### src/rtl/axi_wr_ctrl.sv
// AXI4 write-path sequencer: turns per-beat FIFO entries into one AW/W/B burst at a
// time and hands the write response back upstream, flagging length and B-timeout faults.
//
// state  | meaning
// IDLE   | wait for a FIFO head entry, capture its AW fields (no pop)
// ADDR   | m_awvalid held with stable fields until m_awready
// DATA   | stream head entries onto W, pop on each W handshake
// WAIT_B | m_bready high, wait for B or the timeout
// RESP   | s_bvalid held with stable fields until s_bready
module axi_wr_ctrl #(
  parameter int ADDR_WIDTH = 32,
  parameter int DATA_WIDTH = 64,
  parameter int ID_WIDTH   = 4,
  parameter int B_TIMEOUT  = 1024
) (
  input  logic                    clk,
  input  logic                    rst_n,
  input  logic                    ent_valid,
  output logic                    ent_ready,
  input  logic [ADDR_WIDTH-1:0]   ent_awaddr,
  input  logic [ID_WIDTH-1:0]     ent_awid,
  input  logic [1:0]              ent_awburst,
  input  logic [2:0]              ent_awsize,
  input  logic [7:0]              ent_awlen,
  input  logic [DATA_WIDTH-1:0]   ent_wdata,
  input  logic [DATA_WIDTH/8-1:0] ent_wstrb,
  input  logic                    ent_wlast,
  output logic                    m_awvalid,
  input  logic                    m_awready,
  output logic [ADDR_WIDTH-1:0]   m_awaddr,
  output logic [ID_WIDTH-1:0]     m_awid,
  output logic [1:0]              m_awburst,
  output logic [2:0]              m_awsize,
  output logic [7:0]              m_awlen,
  output logic                    m_wvalid,
  input  logic                    m_wready,
  output logic [DATA_WIDTH-1:0]   m_wdata,
  output logic [DATA_WIDTH/8-1:0] m_wstrb,
  output logic                    m_wlast,
  input  logic                    m_bvalid,
  output logic                    m_bready,
  input  logic [ID_WIDTH-1:0]     m_bid,
  input  logic [1:0]              m_bresp,
  output logic                    s_bvalid,
  input  logic                    s_bready,
  output logic [ID_WIDTH-1:0]     s_bid,
  output logic [1:0]              s_bresp,
  output logic                    busy,
  output logic                    len_err,
  output logic                    tmo_err
);

  localparam int TMO_WIDTH = $clog2(B_TIMEOUT);
  localparam logic [TMO_WIDTH-1:0] TMO_LAST = TMO_WIDTH'(B_TIMEOUT - 1);

  typedef enum logic [2:0] {
    S_IDLE   = 3'd0,
    S_ADDR   = 3'd1,
    S_DATA   = 3'd2,
    S_WAIT_B = 3'd3,
    S_RESP   = 3'd4
  } state_t;

  state_t               state;
  logic [7:0]           beat_cnt;
  logic [TMO_WIDTH-1:0] tmo_cnt;
  logic                 last_beat;
  logic                 w_hs;

  // W data is a straight pass-through of the FIFO head; only the handshake is gated.
  assign last_beat = (beat_cnt == m_awlen);
  assign m_awvalid = (state == S_ADDR);
  assign m_wvalid  = (state == S_DATA) && ent_valid;
  assign ent_ready = (state == S_DATA) && m_wready;
  assign m_wdata   = ent_wdata;
  assign m_wstrb   = ent_wstrb;
  assign m_wlast   = (state == S_DATA) && last_beat;
  assign m_bready  = (state == S_WAIT_B);
  assign s_bvalid  = (state == S_RESP);
  assign busy      = (state != S_IDLE);
  assign w_hs      = m_wvalid && m_wready;

  always_ff @(posedge clk or negedge rst_n) begin
    if (!rst_n) begin
      state     <= S_IDLE;
      m_awaddr  <= '0;
      m_awid    <= '0;
      m_awburst <= '0;
      m_awsize  <= '0;
      m_awlen   <= '0;
      s_bid     <= '0;
      s_bresp   <= '0;
      beat_cnt  <= '0;
      tmo_cnt   <= '0;
      len_err   <= 1'b0;
      tmo_err   <= 1'b0;
    end else begin
      case (state)
        S_IDLE: begin
          if (ent_valid) begin
            m_awaddr  <= ent_awaddr;
            m_awid    <= ent_awid;
            m_awburst <= ent_awburst;
            m_awsize  <= ent_awsize;
            m_awlen   <= ent_awlen;
            state     <= S_ADDR;
          end
        end
        S_ADDR: begin
          if (m_awready) begin
            beat_cnt <= '0;
            state    <= S_DATA;
          end
        end
        S_DATA: begin
          if (w_hs) begin
            beat_cnt <= beat_cnt + 8'd1;
            // the internal count is authoritative; a disagreeing upstream marker is only reported
            if (ent_wlast != last_beat) len_err <= 1'b1;
            if (last_beat) begin
              tmo_cnt <= '0;
              state   <= S_WAIT_B;
            end
          end
        end
        S_WAIT_B: begin
          tmo_cnt <= tmo_cnt + TMO_WIDTH'(1);
          if (m_bvalid) begin
            s_bid   <= m_bid;
            s_bresp <= m_bresp;
            state   <= S_RESP;
          end else if (tmo_cnt == TMO_LAST) begin
            tmo_err <= 1'b1;
            s_bid   <= m_awid;
            s_bresp <= 2'b10;
            state   <= S_RESP;
          end
        end
        S_RESP: begin
          if (s_bready) state <= S_IDLE;
        end
        default: state <= S_IDLE;
      endcase
    end
  end

endmodule

### config.mk
export PLATFORM = sky130hd
export DESIGN_NAME = axi_wr_ctrl
export DESIGN_NICKNAME = d
export VERILOG_FILES = /design/src/rtl/axi_wr_ctrl.sv
export SDC_FILE = /design/constraint.sdc
export NUM_CORES = 1
export LEC_CHECK = 0
export BUFFER_PORTS_ARGS = -buffer_cell sky130_fd_sc_hd__buf_2
export CORE_AREA = 2 2 105 107
export DETAILED_ROUTE_END_ITERATION = 12
export DIE_AREA = 0 0 107 109
export PLACE_DENSITY = 0.79
export SLEW_MARGIN = 0
export SYNTH_ARGS = -nofsm -noshare
export SYNTH_HDL_FRONTEND = slang
export SYNTH_SLANG_ARGS = --single-unit
### constraint.sdc
create_clock -name clk -period 1.9 [get_ports clk]
set_clock_uncertainty 0.05 [all_clocks]
set_input_delay 0.38 -clock clk [delete_from_list [all_inputs] [get_ports clk]]
set_output_delay 0.38 -clock clk [all_outputs]
set_load 0.03 [all_outputs]
==> results of run 1 <==
## registers in the layout (all words and copies together) (netlist names), 3 cells and up
register and flops:
state 3, beat_cnt 8, tmo_cnt 10, m_awaddr 32, m_awid 4, m_awlen 8, m_awsize 3, s_bid 4
## stage by stage
step | instances | cell area, sq um | utilization [%] | power, mW
2_1_floorplan | 349 | 4070 | - | 6.12
3_3_place_gp | 563 | 4540 | 42.8 | 7.24
3_5_place_dp | 563 | 4540 | 42.8 | 7.37
4_1_cts | 589 | 4930 | 46.5 | 9.20
5_1_grt | 592 | 5010 | 47.2 | 9.84
6_report | 592 | 5010 | 47.2 | 9.29
## cell families after synthesis
kind of cell | share of synthesized area, %
adder cells (fa/ha/maj) | 0.617
AND/OR/NAND/NOR | 9.20
AO/OA/AOI/OAI | 8.76
buffers and inverters | 15.6
flip-flops | 48.1
multiplexers | 14.9
XOR/XNOR | 2.81
## worst reg2reg max path, stage by stage (launching register included)
cell and delay, ns:
sky130_fd_sc_hd__dfrtp_2 0.44, sky130_fd_sc_hd__buf_6 0.13, sky130_fd_sc_hd__buf_4 0.14, sky130_fd_sc_hd__nor3_4 0.25
sky130_fd_sc_hd__buf_6 0.18, sky130_fd_sc_hd__buf_4 0.17, sky130_fd_sc_hd__mux2_2 0.34
## routing by layer
| layer | vias up | global-route usage (%) | wire (um) |
|---|---|---|---|
| li1 | 1370 | - | - |
| met1 | 1483 | 21.1 | 3960 |
| met2 | 182 | 29.9 | 5120 |
| met3 | 23 | 7.71 | 1140 |
| met4 | 0 | 6.96 | 150 |
| met5 | - | 0 | 0 |
## what timing repair did
item,CTS,global route
setup buffers,11,3
endpoints found under the setup margin,14,51
pin swaps,5,7
resized for setup,17,15
hold endpoints to repair,26,0
hold buffers,1,0
## final timing paths
path	from	end	slack, ns	cells after the start
worst min register to register	tmo_err$_DFFE_PN0P_	tmo_err$_DFFE_PN0P_	0.43	1
max in group asynchronous	rst_n	state[1]$_DFFE_PN0P_	0.77	3
worst max-delay path	beat_cnt[2]$_DFFE_PN0P_	m_wlast	-0.17	5
min in group asynchronous	rst_n	m_awaddr[17]$_DFFE_PN0P_	0.44	2
worst min-delay path	s_bready	state[2]$_DFFE_PN0P_	0.19	2
worst max register to register	state[2]$_DFFE_PN0P_	m_awaddr[3]$_DFFE_PN0P_	0.09	6
## power groups by stage
| stage | clock (mW) | combinational (mW) | sequential, mW |
|---|---|---|---|
| floorplan | 0 | 2.00 | 4.11 |
| global placement | 0 | 4.33 | 2.91 |
| detailed placement | 0 | 4.41 | 2.96 |
| CTS | 1.64 | 4.63 | 2.93 |
| global route | 1.70 | 5.09 | 3.04 |
| finish | 1.60 | 4.76 | 2.94 |
## layout by cell type, fill, tap and decap left out, types with 5 or more instances in the layout
cell                       instances
sky130_fd_sc_hd__o22ai_1           8
sky130_fd_sc_hd__a21oi_1           8
sky130_fd_sc_hd__inv_1             6
sky130_fd_sc_hd__dfrtp_1          76
sky130_fd_sc_hd__xnor2_1          12
sky130_fd_sc_hd__nand4_1           6
sky130_fd_sc_hd__nand3_1          12
sky130_fd_sc_hd__a32o_1            7
sky130_fd_sc_hd__buf_6            11
sky130_fd_sc_hd__nand2_1           5
sky130_fd_sc_hd__nor2_1           11
sky130_fd_sc_hd__buf_4            41
sky130_fd_sc_hd__mux2_2           52
sky130_fd_sc_hd__clkbuf_8          9
sky130_fd_sc_hd__buf_2           119
## cell type report
| class | count | area (sq um) |
|---|---|---|
| flip-flops and latches | 78 | 1950 |
| multi-input cells | 179 | 1540 |
| well taps | 140 | 175 |
| inverters | 7 | 26.3 |
| repair buffers | 173 | 1060 |
| clock buffers | 9 | 124 |
| clock inverters | 6 | 135 |
| fillers | 962 | 5600 |
==> impl_metrics.env, run 1 <==
export IMPL_run_status="complete, but fails checks"
export IMPL_violations="negative setup slack"
export IMPL_powerDensity_mw_per_mm2=1860
export IMPL_number_of_antenna_violations_at_the_first_check_in_global_routing=0
export IMPL_ratio_of_cells_with_drive_above_1_in_the_final_layout_pct=58.0
export IMPL_number_of_global_route_vias_before_repair=3222
export IMPL_syn_instance_count=349
export IMPL_max_cap_violations=0
export IMPL_floorplan_rows=38
export IMPL_finalCritPeriodShare_pct=109
export IMPL_post_synth_main_area_contributors="sky130_fd_sc_hd__dfrtp_1 (48%), sky130_fd_sc_hd__mux2_2 (14%), sky130_fd_sc_hd__buf_4 (14%)"
export IMPL_netlist_cell_type_count=45
export IMPL_io_pins=271
export IMPL_cell_internal_pwr_mw=5.43
export IMPL_synthTopCellsByCount="sky130_fd_sc_hd__dfrtp_1 (78), sky130_fd_sc_hd__buf_4 (73), sky130_fd_sc_hd__mux2_2 (52)"
export IMPL_min_delay_path_class="in2reg"
export IMPL_cts_root_buf="sky130_fd_sc_hd__clkbuf_8"
export IMPL_cts_h_tree_lvls=3
export IMPL_critical_path_arrival_ns=1.64
export IMPL_first_pass_grt_wire_length_mm=16.5
export IMPL_fmaxAchievable_mhz=483
export IMPL_detail_route_wirelength_mm=10.4
export IMPL_synth_edf_count=0
export IMPL_diodes=0
export IMPL_grt_setup_unrepaired="yes"
export IMPL_report_final_hold_viol_count=0
export IMPL_cts_num_sinks=78
export IMPL_syn_area_sq_mm=0.00406
export IMPL_timing_critical_path_cells="xnor2_2 > nand4_1 > or2_4 > nor3_4 > buf_6"
export IMPL_detailed_place_hpwl_mm=7.96
export IMPL_crit_type="reg2out"
export IMPL_holdWs_ns=0.186
export IMPL_combinational_group_share_of_total_power_pct=51.2
export IMPL_netlist_top_cell_by_area="sky130_fd_sc_hd__dfrtp_1"
export IMPL_slowest_delay_ns=0.41
export IMPL_crit_buf_inv=1
export IMPL_tritoncts="yes"
export IMPL_switching_power_mw=3.86
export IMPL_ys_seq_elements=78
export IMPL_chipWidth_um=107
export IMPL_finalWeightedCongestion=0.889
export IMPL_setup_violations=1
export IMPL_postSynth_topFlopCell="sky130_fd_sc_hd__dfrtp_1"
export IMPL_timing_final_max_slew_violations=0
export IMPL_final_period_minus_worst_setup_slack_ns=2.07
export IMPL_ant_nets=0
export IMPL_placement_io_buffers=126
export IMPL_synth_largest_type_area_fraction_pct=48.1
export IMPL_synth_warnings=0
export IMPL_remaining_drc_errors=0
export IMPL_crit_slowest_cell="sky130_fd_sc_hd__dfrtp_1"
export IMPL_global_route_usage_total_pct=18.2
export IMPL_clk_pin_slew_worst_paths_ns=0.08
export IMPL_routed_via_density=5.17
export IMPL_seqPwrFrac_pct=31.6
export IMPL_crit_family="simple AND/OR/NAND/NOR gates"
export IMPL_crit_fanout=2
export IMPL_power_ir_vdd_worst_mv=1.07
export IMPL_power_clock_fraction_pct=17.2
export IMPL_synthesized_nets=486
export IMPL_firstDrtPassIters=6
export IMPL_net_count_of_the_finished_layout=585
export IMPL_fin_setup_tns_ns=-0.169
export IMPL_clk_latency_ns=0.34
export IMPL_cts_inserted_buffers=9
export IMPL_worstSetupStartpointType="register"
export IMPL_buffers_from_clock_root_to_sink_at_most=2
export IMPL_async_reset_ff_share_pct=100
export IMPL_grt_ovfl_total=0
export IMPL_endpoint_kind="primary output"
export IMPL_worst_slew_pin_slew_ns=0.436
export IMPL_max_slew_margin_pct=70.5
export IMPL_die_height_um=109
export IMPL_place_worst_setup_slack_ns=-0.0501
export IMPL_area_growth_synth_to_finish_pct=23.5
export IMPL_routed_via_count=3058
export IMPL_grt_max_degree=35
export IMPL_start_util_pct=38.2
export IMPL_synth_area_per_cell_sq_um=11.6
export IMPL_yosysSeqAreaShare_pct=48.1
export IMPL_static_leakage_power_nw=2.35
export IMPL_p_sw_share_pct=41.6
export IMPL_post_drt_wl_per_cell_um=17.5
export IMPL_fp_dieArea_sq_mm=0.0117
export IMPL_area_of_the_core_region_sq_mm=0.0106
export IMPL_setup_ws_ns=-0.169
export IMPL_required_ns=1.47
export IMPL_synth_most_common_cell="sky130_fd_sc_hd__dfrtp_1"
export IMPL_drt_iter0_markers=108
No activity file was read; power rests on OpenSTA's default activity.
==> run 2: changes to the inputs <==
CTS_CLUSTER_DIAMETER = 100   (was unset)
PLACE_DENSITY = 0.81   (was 0.79)
==> run 2 against run 1 <==
The run still ends with negative setup slack left; worst hold slack worse by 0.034 ns; setup slack worse by 0.13 ns; critical path depth did not move; die area is the same; fmax is 5.9% lower; combinational power increased by 3%; sequential share of layout area is essentially flat; highest routed layer unchanged.
==> impl_metrics.env, run 2 (synthesized netlist as in run 1, its figures left out) <==
export IMPL_tritoncts="yes"
export IMPL_worstSetupStartpointType="register"
export IMPL_area_growth_synth_to_finish_pct=23.4
export IMPL_routed_via_count=3132
export IMPL_reg2reg_depth=5
export IMPL_floorplan_rows=38
export IMPL_io_pins=271
export IMPL_post_drt_wl_per_cell_um=18.8
export IMPL_max_cap_violations=0
export IMPL_area_of_the_core_region_sq_mm=0.0106
export IMPL_most_frequent_standard_cell_in_the_layout_excluding_fill_and_tap_cells="sky130_fd_sc_hd__buf_2"
export IMPL_grt_ovfl_total=0
export IMPL_firstDrtPassIters=4
export IMPL_register_with_the_highest_flop_count="m_awaddr"
export IMPL_static_leakage_power_nw=2.33
export IMPL_grt_max_degree=47
export IMPL_p_total_mw=9.04
export IMPL_combinational_group_share_of_total_power_pct=54.1
export IMPL_number_of_antenna_violations_at_the_first_check_in_global_routing=0
export IMPL_p_sw_share_pct=44.8
export IMPL_fp_dieArea_sq_mm=0.0117
export IMPL_worst_slew_pin_slew_ns=0.529
export IMPL_report_final_hold_viol_count=0
export IMPL_ratio_of_cells_with_drive_above_1_in_the_final_layout_pct=59.1
export IMPL_ant_nets=0
export IMPL_clk_latency_ns=0.35
export IMPL_die_height_um=109
export IMPL_buffers_from_clock_root_to_sink_at_most=2
export IMPL_filler_cell_count=914
export IMPL_number_of_global_route_vias_before_repair=3193
export IMPL_multiInputGateArea_sq_mm=0.00158
export IMPL_cell_internal_pwr_mw=4.99
export IMPL_endpoint="m_wlast"
export IMPL_finalCritPeriodShare_pct=116
export IMPL_max_slew_margin_pct=64.7
export IMPL_largest_register_ffs=32
export IMPL_min_delay_path_class="in2reg"
export IMPL_powerDensity_mw_per_mm2=1810
export IMPL_groute_layer_met1_usage_pct=20.1
export IMPL_switching_power_mw=4.05
export IMPL_start_util_pct=38.2
export IMPL_timing_final_max_slew_violations=0
export IMPL_power_clock_fraction_pct=13.1
export IMPL_ff_latch_area_sq_mm=0.00196
export IMPL_run_status="complete, but fails checks"
export IMPL_drt_iter0_markers=238
export IMPL_violations="negative setup slack"
export IMPL_met3_usage_pct=8.07
export IMPL_final_period_minus_worst_setup_slack_ns=2.20
export IMPL_reg2reg_from="state[1]$_DFFE_PN0P_"
export IMPL_power_ir_vdd_worst_mv=1.14
export IMPL_cts_h_tree_lvls=3
export IMPL_cts_num_sinks=78
export IMPL_diodes=0
export IMPL_first_pass_grt_wire_length_mm=16.6
export IMPL_worst_r2r_endpoint="m_awaddr[3]$_DFFE_PN0P_"
export IMPL_global_route_usage_total_pct=18.3
export IMPL_dpl_cell_area_sq_mm=0.00450
export IMPL_crit_fanout=2
export IMPL_endpoint_kind="primary output"
export IMPL_remaining_drc_errors=0
export IMPL_reg2reg_setup_slack_ns=0.02
export IMPL_gr_usage_met2_pct=31.3
export IMPL_chipWidth_um=107
export IMPL_crit_type="reg2out"
export IMPL_detailed_place_hpwl_mm=7.92
export IMPL_setup_violations=2
export IMPL_clk_pin_slew_worst_paths_ns=0.09
export IMPL_launching_element_of_the_worst_setup_path="beat_cnt[6]$_DFFE_PN0P_"
export IMPL_postLayoutCellArea_sq_mm=0.00500
export IMPL_routed_via_density=5.29
export IMPL_cts_root_buf="sky130_fd_sc_hd__clkbuf_8"
export IMPL_worst_hold_path_num_cells=2
export IMPL_finalWeightedCongestion=0.859
export IMPL_detail_route_wirelength_mm=11.1
export IMPL_grt_setup_unrepaired="yes"
export IMPL_largestRegisters="m_awaddr (32), tmo_cnt (10)"
export IMPL_required_ns=1.47
export IMPL_setup_ws_ns=-0.299
export IMPL_cts_inserted_buffers=9
export IMPL_critical_path_arrival_ns=1.77
export IMPL_seqPwrFrac_pct=32.8
export IMPL_placement_io_buffers=126
export IMPL_fmaxAchievable_mhz=455
export IMPL_net_count_of_the_finished_layout=584
export IMPL_busiest_layer="met2"
export IMPL_final_cell_mix="sky130_fd_sc_hd__buf_2 (119), sky130_fd_sc_hd__dfrtp_1 (75), sky130_fd_sc_hd__mux2_2 (52)"
run 2: metal layers:
metal	vias up	part of all wire, %
li1	1380	-
met1	1505	36
met2	209	50
met3	38	11
met4	0	2.3
met5	-	0
run 2: stage by stage:
stage / setup slack (ns) / utilization [%] / hold WS (ns) / setup TNS, ns / cells
global placement: 0.0116 / 42.4 / 0.337 / 0 / 556
finish: -0.299 / 47.2 / 0.152 / -0.306 / 592
CTS: -0.351 / 45.8 / 0.143 / -0.362 / 583
detailed placement: 0.0102 / 42.4 / 0.344 / 0 / 556
global route: -0.362 / 47.2 / 0.150 / -0.621 / 592
floorplan: -0.0182 / - / 0.0344 / -0.0182 / 349
run 2: power by group through the flow:
| stage | Clock, mW | Sequential (mW) | Combinational, mW |
|---|---|---|---|
| finish | 1.19 | 2.97 | 4.89 |
| global route | 1.28 | 3.05 | 5.18 |
| CTS | 1.21 | 2.93 | 4.64 |
| detailed placement | 0 | 2.95 | 4.34 |
| global placement | 0 | 2.92 | 4.24 |
| floorplan | 0 | 4.11 | 2.00 |
run 2: how the worst min path moves through the flow:
stage              from                       end  slack (ns)
2_1_floorplan     rst_n   beat_cnt[0]$_DFFE_PN0P_        0.03
6_report       s_bready      state[2]$_DFFE_PN0P_        0.15
3_5_place_dp      rst_n  m_awaddr[20]$_DFFE_PN0P_        0.34
3_3_place_gp      rst_n  m_awburst[0]$_DFFE_PN0P_        0.34
5_1_grt        s_bready      state[2]$_DFFE_PN0P_        0.15
4_1_cts        s_bready      state[2]$_DFFE_PN0P_        0.14
run 2: final cells by class:
class                           instances  share of cell area [%]
Tap cell                              140                    3.50
Timing Repair Buffer                  172                    21.6
Clock buffer                            9                    2.48
Multi-Input combinational cell        179                    31.5
Clock inverter                          7                    1.30
Sequential cell                        78                    39.1
Inverter                                7                   0.525
run 2: critical path: stages, from the launching register on:
cell	delay, ns
sky130_fd_sc_hd__dfrtp_1	0.41
sky130_fd_sc_hd__xnor2_1	0.16
sky130_fd_sc_hd__nand4_1	0.18
sky130_fd_sc_hd__or2_4	0.31
sky130_fd_sc_hd__nor3_4	0.19
sky130_fd_sc_hd__buf_6	0.17
run 2: what timing repair did:
action,in CTS,in global routing
gates cloned,0,1
hold buffers,1,0
setup buffers,10,8
endpoints found under the hold margin,41,0
endpoints found under the setup margin,7,67
pin swaps,6,10
resized for setup,27,19
==> run 3: changes to the inputs <==
CORE_AREA = 2 2 106 108   (was 2 2 105 107)
DIE_AREA = 0 0 108 110   (was 0 0 107 109)
PLACE_DENSITY = 0.8   (was 0.81)
clock period = 2.7 ns   (was 1.9 ns; I/O delays follow)
==> run 3 against run 2 <==
The run now ends clean; critical endpoint unchanged; non-clock buffer count decreased by 37; sequential power fell by 29%; combinational power decreased by 42%; setup slack better by 0.40 ns; register-to-register slack improved by 0.46 ns; clock-buffer cell count grew 1; final cell count decreased by 6.1%; core utilization down 4.1 points; design area down 7.9%; clock power shrank 8%.
==> impl_metrics.env, run 3 (synthesized netlist as in run 1, its figures left out) <==
export IMPL_fmaxAchievable_mhz=385
export IMPL_final_cell_mix="sky130_fd_sc_hd__buf_2 (125), sky130_fd_sc_hd__dfrtp_1 (78), sky130_fd_sc_hd__mux2_2 (52)"
export IMPL_slowest_delay_ns=0.41
export IMPL_drt_iter0_markers=178
export IMPL_area_growth_synth_to_finish_pct=13.7
export IMPL_critical_path_arrival_ns=2.01
export IMPL_io_pins=271
export IMPL_tritoncts="yes"
export IMPL_remaining_drc_errors=0
export IMPL_cts_h_tree_lvls=3
export IMPL_cts_num_sinks=78
export IMPL_reg2reg_setup_slack_ns=0.48
export IMPL_routed_via_density=5.18
export IMPL_die_height_um=110
export IMPL_buffers_from_clock_root_to_sink_at_most=2
export IMPL_crit_type="reg2out"
export IMPL_start_util_pct=37.9
export IMPL_register_with_the_highest_flop_count="m_awaddr"
export IMPL_min_delay_path_class="in2async"
export IMPL_post_drt_wl_per_cell_um=18.5
export IMPL_filler_cell_count=969
export IMPL_placement_io_buffers=126
export IMPL_power_ir_vdd_worst_mv=0.706
export IMPL_worst_slew_pin_slew_ns=0.824
export IMPL_powerDensity_mw_per_mm2=1310
export IMPL_routed_via_count=2880
export IMPL_detail_route_wirelength_mm=10.3
export IMPL_cts_root_buf="sky130_fd_sc_hd__clkbuf_8"
export IMPL_ant_nets=0
export IMPL_largest_register_ffs=32
export IMPL_finalWeightedCongestion=0.847
export IMPL_global_route_usage_total_pct=16.5
export IMPL_max_slew_margin_pct=44.6
export IMPL_post_cts_resized_instances=0
export IMPL_static_leakage_power_nw=2.15
export IMPL_floorplan_rows=38
export IMPL_cts_inserted_buffers=9
export IMPL_grt_ovfl_total=0
export IMPL_first_pass_grt_wire_length_mm=14.7
export IMPL_launching_element_of_the_worst_setup_path="m_awlen[7]$_DFFE_PN0P_"
export IMPL_run_status="finished, final reports clean"
export IMPL_reg2reg_depth=4
export IMPL_grt_setup_unrepaired="no"
export IMPL_final_period_minus_worst_setup_slack_ns=2.60
export IMPL_clk_latency_ns=0.36
export IMPL_crit_buf_inv=1
export IMPL_area_of_the_core_region_sq_mm=0.0107
export IMPL_number_of_antenna_violations_at_the_first_check_in_global_routing=1
export IMPL_report_final_hold_viol_count=0
export IMPL_required_ns=2.11
export IMPL_chipWidth_um=108
export IMPL_multiInputGateArea_sq_mm=0.00148
export IMPL_endpoint_kind="primary output"
export IMPL_detailed_place_hpwl_mm=7.86
export IMPL_ff_latch_area_sq_mm=0.00195
export IMPL_fp_dieArea_sq_mm=0.0119
export IMPL_worstSetupPathDepth=5
export IMPL_net_count_of_the_finished_layout=547
export IMPL_timing_critical_path_cells="xnor2_1 > nand4_1 > or2_2 > nor3_1 > buf_2"
export IMPL_firstDrtPassIters=4
export IMPL_largestRegisters="m_awaddr (32), tmo_cnt (10)"
export IMPL_fin_setup_tns_ns=0
export IMPL_most_frequent_standard_cell_in_the_layout_excluding_fill_and_tap_cells="sky130_fd_sc_hd__buf_2"
export IMPL_crit_slowest_cell="sky130_fd_sc_hd__dfrtp_1"
export IMPL_ratio_of_cells_with_drive_above_1_in_the_final_layout_pct=51.6
export IMPL_crit_fanout=3
export IMPL_timing_final_max_slew_violations=0
export IMPL_finalCritPeriodShare_pct=96.2
export IMPL_max_cap_violations=0
export IMPL_holdWs_ns=0.142
export IMPL_worstSetupStartpointType="register"
export IMPL_number_of_global_route_vias_before_repair=2816
export IMPL_crit_family="simple AND/OR/NAND/NOR gates"
export IMPL_setup_violations=0
export IMPL_clk_pin_slew_worst_paths_ns=0.09
export IMPL_grt_max_degree=79
export IMPL_reg2reg_from="state[1]$_DFFE_PN0P_"
export IMPL_cts_hold_buffers_added=0
## run 3: layer usage
layer | global-route usage, % | routed length [um] | up-vias
met4 | 8.24 | 338 | 2
met2 | 26.5 | 5070 | 170
li1 | - | - | 1301
met3 | 8.70 | 1260 | 35
met1 | 17.8 | 3600 | 1372
met5 | 0 | 14 | -
## run 3: what timing repair did
item	CTS	global route
setup buffers	0	3
setup endpoints to repair	0	1
hold endpoints to repair	0	0
## run 3: final timing paths
check,endpoint
worst max-delay path,m_wlast
worst min register to register,len_err$_DFFE_PN0P_
worst max register to register,tmo_cnt[4]$_DFFE_PN0P_
max in group asynchronous,m_awsize[2]$_DFFE_PN0P_
min in group clk,state[2]$_DFFE_PN0P_
worst min-delay path,m_awlen[1]$_DFFE_PN0P_
## run 3: per-stage QoR
step                util (%)  cells  worst slack, ns  total power, mW  area, sq um
CTS                     42.9    552           0.0300             6.07         4590
global placement        40.5    536            0.462             4.86         4330
detailed placement      40.5    536            0.437             4.96         4330
finish                  43.1    556            0.103             6.05         4610
floorplan                  -    349            0.266             4.29         4060
global route            43.1    555           0.0485             6.37         4610
## run 3: where the power goes
group	switching (mW)	internal, mW	total, mW	leakage (nW)
Combinational	1.73	1.10	2.83	1.07
Clock	0.451	0.646	1.10	0.124
Sequential	0.430	1.69	2.12	0.953
Total	2.62	3.44	6.05	2.15
## run 3: layout make-up
type,count,share of cell area (%)
timing repair buffer,135,15.7
inverter,7,0.570
sequential,78,42.3
clock buffer,10,2.98
multi-input combinational,179,32.0
antenna,1,0.0543
clock inverter,6,2.50
tap,140,3.80
## run 3: worst register-to-register path, delay by kind of cell (launching register included)
kind,cells,cell delay (ns)
compound gates,1,0.32
simple gates,3,1.12
flops,1,0.61
